File: src/rtl/router_pkg.sv
// Shared definitions for the parametrised router controller: the 4-bit state
// encoding (also used by the bench) and the default port count.
package router_pkg;

  localparam int DEFAULT_NUM_PORTS = 3;

  localparam logic [3:0] S_DECODE = 4'd0;
  localparam logic [3:0] S_LFD    = 4'd1;
  localparam logic [3:0] S_LD     = 4'd2;
  localparam logic [3:0] S_FFS    = 4'd3;
  localparam logic [3:0] S_LAF    = 4'd4;
  localparam logic [3:0] S_LP     = 4'd5;
  localparam logic [3:0] S_CPE    = 4'd6;
  localparam logic [3:0] S_WTE    = 4'd7;
  localparam logic [3:0] S_DROP   = 4'd8;

  typedef enum logic [3:0] {
    DECODE_ADDRESS     = S_DECODE,
    LOAD_FIRST_DATA    = S_LFD,
    LOAD_DATA          = S_LD,
    FIFO_FULL_STATE    = S_FFS,
    LOAD_AFTER_FULL    = S_LAF,
    LOAD_PARITY        = S_LP,
    CHECK_PARITY_ERROR = S_CPE,
    WAIT_TILL_EMPTY    = S_WTE,
    DROP_PACKET        = S_DROP
  } state_t;

endpackage

File: src/rtl/router_fsm_np.sv
// Control FSM for an N-output-port packet router. Decodes the header address,
// sequences header/payload/parity loading into the selected output FIFO,
// stalls while that FIFO is full, honours per-port soft resets and discards
// packets addressed to a port that does not exist (counting them).
//
// Source handshake: the source presents one byte per cycle while pkt_valid is
// high and drops pkt_valid together with the parity byte. There is no ready
// signal; the source must hold its byte whenever busy is high, and a byte is
// accepted on every clock edge where pkt_valid is high and busy is low.
module router_fsm_np
  import router_pkg::*;
#(
  parameter int NUM_PORTS = DEFAULT_NUM_PORTS,
  parameter int ADDR_W    = $clog2(NUM_PORTS),
  parameter int CNT_W     = 8
) (
  input  logic                 clock,
  input  logic                 reset,
  input  logic                 pkt_valid,
  input  logic [ADDR_W-1:0]    data_in,
  input  logic                 fifo_full,
  input  logic [NUM_PORTS-1:0] fifo_empty,
  input  logic [NUM_PORTS-1:0] soft_reset,
  input  logic                 parity_done,
  input  logic                 low_packet_valid,
  output logic                 write_enb_reg,
  output logic                 detect_add,
  output logic                 lfd_state,
  output logic                 laf_state,
  output logic                 ld_state,
  output logic                 full_state,
  output logic                 rst_int_reg,
  output logic                 busy,
  output logic                 drop_state,
  output logic [ADDR_W-1:0]    dest_addr,
  output logic [CNT_W-1:0]     drop_count,
  output logic [3:0]           fsm_state
);

  localparam logic [CNT_W-1:0] CNT_ONE = {{(CNT_W-1){1'b0}}, 1'b1};

  state_t state;
  logic   addr_valid;
  logic   hdr_empty;
  logic   dest_empty;
  logic   sr_hit;

  // Select one per-port flag by address; out-of-range addresses read as 0.
  function automatic logic port_bit(input logic [NUM_PORTS-1:0] vec,
                                    input logic [ADDR_W-1:0]    idx);
    logic r;
    r = 1'b0;
    for (int i = 0; i < NUM_PORTS; i++) begin
      if (int'(idx) == i) r = vec[i];
    end
    return r;
  endfunction

  // Header address checks and the soft reset aimed at the current packet.
  always_comb begin
    addr_valid = (int'(data_in) < NUM_PORTS);
    hdr_empty  = port_bit(fifo_empty, data_in);
    dest_empty = port_bit(fifo_empty, dest_addr);
    sr_hit     = port_bit(soft_reset, dest_addr);
  end

  // State register, latched destination and saturating drop counter.
  always_ff @(posedge clock) begin
    if (reset) begin
      state      <= DECODE_ADDRESS;
      dest_addr  <= '0;
      drop_count <= '0;
    end else begin
      // A soft reset is meaningless before a destination is chosen or while
      // the packet is being thrown away, so it only acts in the load states.
      if (sr_hit && state != DECODE_ADDRESS && state != DROP_PACKET) begin
        state <= DECODE_ADDRESS;
      end else begin
        case (state)
          DECODE_ADDRESS: begin
            if (pkt_valid) begin
              if (!addr_valid)    state <= DROP_PACKET;
              else if (hdr_empty) state <= LOAD_FIRST_DATA;
              else                state <= WAIT_TILL_EMPTY;
            end
          end
          LOAD_FIRST_DATA: state <= LOAD_DATA;
          LOAD_DATA: begin
            if (fifo_full)       state <= FIFO_FULL_STATE;
            else if (!pkt_valid) state <= LOAD_PARITY;
          end
          FIFO_FULL_STATE: begin
            if (!fifo_full) state <= LOAD_AFTER_FULL;
          end
          LOAD_AFTER_FULL: begin
            if (parity_done)           state <= DECODE_ADDRESS;
            else if (low_packet_valid) state <= LOAD_PARITY;
            else                       state <= LOAD_DATA;
          end
          LOAD_PARITY: state <= CHECK_PARITY_ERROR;
          CHECK_PARITY_ERROR: begin
            if (fifo_full) state <= FIFO_FULL_STATE;
            else           state <= DECODE_ADDRESS;
          end
          WAIT_TILL_EMPTY: begin
            if (dest_empty) state <= LOAD_FIRST_DATA;
          end
          DROP_PACKET: begin
            if (!pkt_valid) state <= DECODE_ADDRESS;
          end
          default: state <= DECODE_ADDRESS;
        endcase
      end

      // The destination tracks the header on every valid decode cycle, even
      // for packets that end up dropped.
      if (state == DECODE_ADDRESS && pkt_valid) begin
        dest_addr <= data_in;
        if (!addr_valid && drop_count != '1) begin
          drop_count <= drop_count + CNT_ONE;
        end
      end
    end
  end

  // State decodes, valid in the same cycle the state is occupied.
  always_comb begin
    write_enb_reg = 1'b0;
    detect_add    = 1'b0;
    lfd_state     = 1'b0;
    laf_state     = 1'b0;
    ld_state      = 1'b0;
    full_state    = 1'b0;
    rst_int_reg   = 1'b0;
    busy          = 1'b0;
    drop_state    = 1'b0;
    case (state)
      DECODE_ADDRESS:     detect_add = 1'b1;
      LOAD_FIRST_DATA: begin
        lfd_state = 1'b1;
        busy      = 1'b1;
      end
      LOAD_DATA: begin
        ld_state      = 1'b1;
        write_enb_reg = 1'b1;
      end
      FIFO_FULL_STATE: begin
        full_state = 1'b1;
        busy       = 1'b1;
      end
      LOAD_AFTER_FULL: begin
        laf_state     = 1'b1;
        busy          = 1'b1;
        write_enb_reg = 1'b1;
      end
      LOAD_PARITY: begin
        busy          = 1'b1;
        write_enb_reg = 1'b1;
      end
      CHECK_PARITY_ERROR: begin
        rst_int_reg = 1'b1;
        busy        = 1'b1;
      end
      WAIT_TILL_EMPTY:    busy = 1'b1;
      DROP_PACKET:        drop_state = 1'b1;
      default:            detect_add = 1'b0;
    endcase
  end

  assign fsm_state = state;

endmodule

File: config.mk
export PLATFORM = sky130hd
export DESIGN_NAME = router_fsm_np
export DESIGN_NICKNAME = d
export VERILOG_FILES = /design/src/rtl/router_pkg.sv /design/src/rtl/router_fsm_np.sv
export SDC_FILE = /design/constraint.sdc
export NUM_CORES = 1
export LEC_CHECK = 0
export CAP_MARGIN = 20
export CORE_ASPECT_RATIO = 1.4
export CORE_MARGIN = 2
export CORE_UTILIZATION = 50
export DETAILED_ROUTE_END_ITERATION = 12
export DONT_BUFFER_PORTS = 1
export MAX_ROUTING_LAYER = met4
export PLACE_DENSITY_LB_ADDON = 0.15
export REMOVE_ABC_BUFFERS = 1
export SLEW_MARGIN = 20
export SYNTH_ARGS = -nofsm -noshare
export SYNTH_HDL_FRONTEND = slang
export SYNTH_SLANG_ARGS = --single-unit
File: constraint.sdc
create_clock -name clock -period 3 [get_ports clock]
set_input_delay 0.75 -clock clock [delete_from_list [all_inputs] [get_ports clock]]
set_output_delay 0.75 -clock clock [all_outputs]
set_load 0.01 [all_outputs]
==> Word-level counts from Yosys, hierarchy flattened <==
Index checks and enable logic that the tools add are counted.
{ "classes": {"eq_ne": 19, "reduce_logical": 14, "n_lt_le_gt_ge": 1, "muxes": 30, "add_sub_neg": 1} }
{ "ops": {"columns": ["cell", "n"], "rows": [
  ["$pmux W4 S9", 1],
  ["$mux W4", 7],
  ["$mux W1", 18],
  ["$eq A4 B3 Y1 const B", 4],
  ["$mux W3", 3],
  ["$add A8 B1 Y8 const B", 1],
  ["$eq A2 B2 Y1 const B", 4],
  ["$eq A4 B2 Y1 const B", 2],
  ["$ne A2 B2 Y1 const B", 4],
  ["$ne A8 B8 Y1 const B", 1],
  ["$reduce_or A6 Y1", 1],
  ["$reduce_and A5 Y1", 1],
  ["$eq A4 B1 Y1 const B", 1],
  ["$eq A4 B4 Y1 const B", 1],
  ["$logic_and A1 B1 Y1", 4],
  ["$logic_not A2 Y1", 2],
  ["$logic_not A4 Y1", 1],
  ["$ne A4 B4 Y1 const B", 1],
  ["$reduce_bool A4 Y1", 1],
  ["$ne A3 B3 Y1 const B", 1],
  ["$reduce_or A3 Y1", 1],
  ["$lt A2 B2 Y1 const B", 1],
  ["$mux W2", 1],
  ["$reduce_and A2 Y1", 1],
  ["2 further kinds", 2]
]} }
{ "word_totals": {"output_inout_bits": 23, "input_bits": 14, "elab_cells": 68, "register_bits": 14} }

==> Longest topological paths before layout <==
{ "logic_depth": {"word_depth": 8, "ltp_mapped": 7, "mapped_depth_nobuf": 7} }

==> Worst setup path before layout <==
Ideal clock, no wire load.
{ "synth_path": {"path_type": "input to register", "startpoint": "input parity_done", "endpoint": "register state[1] (netlist: fsm_state[1])", "t_arrival_ps": 1917, "path_buffers": 0, "required_ps": 2930, "setup_ps": 70, "stages": 4, "setup_slack_ps": 1013, "cell_sequence": "or4_1 -> o221a_1 -> or4_1 -> a21boi_1"} }
{ "synth_via": {"elab_chain_cells": 2} }
{ "synth_lines": {"columns": ["item", "line", "text"], "rows": [
  ["from (decl)", "router_fsm_np.sv:24", "input logic parity_done,"],
  ["$mux W3", "router_fsm_np.sv:96", "if (parity_done) state <= DECODE_ADDRESS;"],
  ["$pmux W4 S9", "router_fsm_np.sv:79", "case (state)"],
  ["to (signal assigned)", "router_fsm_np.sv:96", null],
  ["to (signal assigned)", "router_fsm_np.sv:97", "else if (low_packet_valid) state <= LOAD_PARITY;"],
  ["to (signal assigned)", "router_fsm_np.sv:98", "else state <= LOAD_DATA;"],
  ["to (decl)", "router_fsm_np.sv:42", "state_t state;"]
]} }
Every way passes these cells.
A chain may end at the register's enable or synchronous reset.

==> Final worst setup path <==
{ "layout_path": {"startpoint": "register state[1] (netlist: fsm_state[1])", "endpoint": "output write_enb_reg"} }
{ "layout_via": {"elab_chain_cells": 3, "elab_cells_between_ends": 5, "cone_classes": "eq/ne (3); mux (1); reduce/logical (1)"} }
{ "layout_lines": {"columns": ["item", "line", "text"], "rows": [
  ["from (signal assigned)", "router_fsm_np.sv:70", "state <= DECODE_ADDRESS;"],
  ["from (signal assigned)", "router_fsm_np.sv:77", "state <= DECODE_ADDRESS;"],
  ["from (signal assigned)", "router_fsm_np.sv:82", "if (!addr_valid) state <= DROP_PACKET;"],
  ["$eq A4 B3 Y1 / $eq A4 B2 Y1 (equally long branches)", "router_fsm_np.sv:137", "case (state)"],
  ["$reduce_or A3 Y1 (no source line) *", null, null],
  ["$mux W1 *", "router_fsm_np.sv:137", null],
  ["to (decl)", "router_fsm_np.sv:26", "output logic write_enb_reg,"]
]} }
Every way passes the cells marked *; elsewhere a longest branch is shown, timed or not.

==> insert_results.sql <==
INSERT INTO impl_metrics (metric_group, metric, value, unit) VALUES
('clocking', 'cts_resized', '0', ''),
('worst_setup_path', 'cp-start-kind', 'register', ''),
('sta', 'rsz0062_at_grt', 'false', ''),
('outcome', 'outcome', 'finished, final reports clean', ''),
('layout', 'finalNonFillerCells', '140', ''),
('global_routing', 'grt_antenna_before_repair', '0', ''),
('drt', 'first_pass_iters', '3', ''),
('layout', 'area_growth_syn_to_layout', '2.88', '%'),
('layout', 'fill_cells', '182', ''),
('synth', 'ys.flop_type', 'sky130_fd_sc_hd__dfxtp_1', ''),
('sta', 'setup-tns-final', '0', 'ps'),
('layout', 'final_nets', '137', ''),
('sta', 'max_clock_freq', '445', 'MHz'),
('sta', 'worst_pin_slew', '701', 'ps'),
('global_routing', 'grt_pass1_vias', '761', ''),
('clocking', 'cts_setup_buffers', '0', ''),
('synth', 'synth_simple_gate_area_share', '0.333', ''),
('flow_run', 'maxCapViolations', '0', ''),
('sta', 'max_slew_margin', '0.527', ''),
('placement', 'portBuffers', '0', ''),
('floorplan', 'initial_utilization', '0.538', ''),
('synth', 'synthesized_flop_and_latch_total', '14', ''),
('power_and_ir_drop', 'net_switching_power_figure', '0.341', 'mW'),
('clocking', 'max_clock_buf_depth', '2', ''),
('drt', 'detail_route.drc_violations', '0', ''),
('power_and_ir_drop', 'fraction_of_power_consumed_by_combinational_cells', '0.446', ''),
('floorplan', 'dieWidth', '41.0', 'um'),
('layout', 'final_cell_mix', 'sky130_fd_sc_hd__nor2_1 (16), sky130_fd_sc_hd__dfxtp_1 (14), sky130_fd_sc_hd__a21oi_1 (10), sky130_fd_sc_hd__nand2_1 (9), sky130_fd_sc_hd__nor3_1 (6)', ''),
('global_routing', 'grt_pass1_wl', '3020', 'um'),
('synth', 'synth_async_sr_flop_share', '0', ''),
('layout', 'multi_input_comb_area', '638', 'sq um'),
('power_and_ir_drop', 'power', '0.736', 'mW'),
('sta', 'report.final.hold_viol_count', '0', ''),
('sta', 'timing.clock.skew', '5.98', 'ps'),
('power_and_ir_drop', 'clk_pwr_share', '0.136', ''),
('synth', 'synthesis.yosys.warnings', '0', ''),
('sta', 'setup_viol', '0', ''),
('clocking', 'cts.hold.buffers_added', '0', ''),
('drt', 'first_iter_violations', '10', ''),
('synth', 'syn-mean-instance-area', '7.85', 'sq um'),
('sta', 'hold_ws', '538', 'ps'),
('clocking', 'clk_transition_reported_paths', '80', 'ps'),
('power_and_ir_drop', 'share_seq_of_total_power', '0.418', ''),
('drt', 'final_antenna_net_count', '0', ''),
('sta', 'fin_crit_sh', '0.748', ''),
('min_path', 'hp-class', 'in -> reg', ''),
('clocking', 'cts_made_buffers', '3', ''),
('power_and_ir_drop', 'cellPowerDensity', '747', 'nW/um^2'),
('power_and_ir_drop', 'sw_frac_of_total', '0.464', ''),
('sta', 'post-route-min-period', '2250', 'ps'),
('floorplan', 'die-area', '2290', 'sq um'),
('placement', 'dp_hpwl', '1630', 'um'),
('synth', 'synth-seq-area-share', '0.293', ''),
('layout', 'insertedDiodeCount', '0', ''),
('worst_setup_path', 'cp_data_arrival_time', '1500', 'ps'),
('worst_setup_path', 'worst-path-max-fanout', '15', ''),
('drt', 'wirelength_per_cell', '14.9', 'um'),
('layout', 'regArea', '280', 'sq um'),
('floorplan', 'placementRows', '18', ''),
('power_and_ir_drop', 'leakage', '0.348', 'nW'),
('sta', 'final_critical_path_setup_slack', '755', 'ps'),
('power_and_ir_drop', 'ir_worst_vdd', '0.000362', 'V'),
('drt', 'routed_wl', '2090', 'um'),
('sta', 'final_slew_viol_count', '0', ''),
('clocking', 'tritoncts', 'built', ''),
('power_and_ir_drop', 'power.internal', '0.394', 'mW'),
('worst_setup_path', 'worstSetupPathType', 'reg -> out', ''),
('synth', 'post_synth_adder_cell_area', '0.0131', ''),
('drt', 'vias_per_cell', '6.36', ''),
('global_routing', 'grt_use_total', '0.190', ''),
('global_routing', 'pin_count_of_the_biggest_net_entering_global_routing', '16', '');
[final cells by class]
cell class | instances | area share
multi-input cells | 98 | 0.648
flip-flops and latches | 14 | 0.285
well taps | 20 | 0.0254
clock buffers | 3 | 0.0229
inverters | 5 | 0.0191
[power by group through the flow]
stage	registers [mW]	clock network [mW]	logic, mW
floorplan	0.291	0	0.285
global placement	0.308	0	0.327
detailed placement	0.312	0	0.331
CTS	0.307	0.105	0.332
global route	0.317	0.110	0.375
finish	0.307	0.0998	0.328
[stage by stage]
stage                     cell area (sq um)  utilization
final                                   985        0.553
after global routing                    985        0.553
after CTS                               985        0.553
after detailed placement                962        0.541
after global placement                  962        0.541
after floorplan                         937            -
[path summary, 6_finish.rpt]
| kind | end | start | slack [ps] | cells past startpoint |
|---|---|---|---|---|
| setup / recovery | write_enb_reg | fsm_state[1]$_SDFFE_PP0P_ | 750 | 4 |
| hold / removal | drop_count[1]$_SDFFE_PP0P_ | reset | 540 | 1 |
| setup reg to reg | fsm_state[1]$_SDFFE_PP0P_ | fsm_state[2]$_SDFFE_PP0P_ | 940 | 5 |
| hold reg to reg | drop_count[7]$_SDFFE_PP0P_ | drop_count[7]$_SDFFE_PP0P_ | 550 | 2 |
[worst max-delay path, stage by stage, from the launching register on]
cell	delay, ps
sky130_fd_sc_hd__dfxtp_1	690
sky130_fd_sc_hd__nand2b_1	170
sky130_fd_sc_hd__nor2_1	120
sky130_fd_sc_hd__a21oi_1	50
sky130_fd_sc_hd__nor2_1	200
[registers in the layout (all words and copies together), names as in the netlist]
register    flops
dest_addr       2
drop_count      8
fsm_state       4
[cell usage after synthesis, types with 4 or more instances]
cell                        n  area [sq um]
sky130_fd_sc_hd__o21ai_1    4          20.0
sky130_fd_sc_hd__dfxtp_1   14           280
sky130_fd_sc_hd__nor2_1    16          60.1
sky130_fd_sc_hd__nor3_1     6          30.0
sky130_fd_sc_hd__nand2_1    9          33.8
sky130_fd_sc_hd__a21oi_1   10          50.1
sky130_fd_sc_hd__mux2i_1    5          50.1
sky130_fd_sc_hd__nand3_1    4          20.0
sky130_fd_sc_hd__clkbuf_1   4          15.0
[metal layers]
layer,vias up,part of all wire,global-route usage
met5,-,0,-
met4,0,0.0096,0.0714
met3,2,0.064,0.0400
met2,27,0.53,0.330
met1,415,0.40,0.190
li1,447,-,-
[kinds of logic after synthesis]
family                     after synthesis
buffers and inverters                   10
adders and majority gates                1
muxes                                    5
DFF                                     14
xor gates and xnor gates                 6
AOI/OAI and AO/OA                       30
and+or+nand+nor                         56
Note: power is estimated with default switching activity, not from simulation.
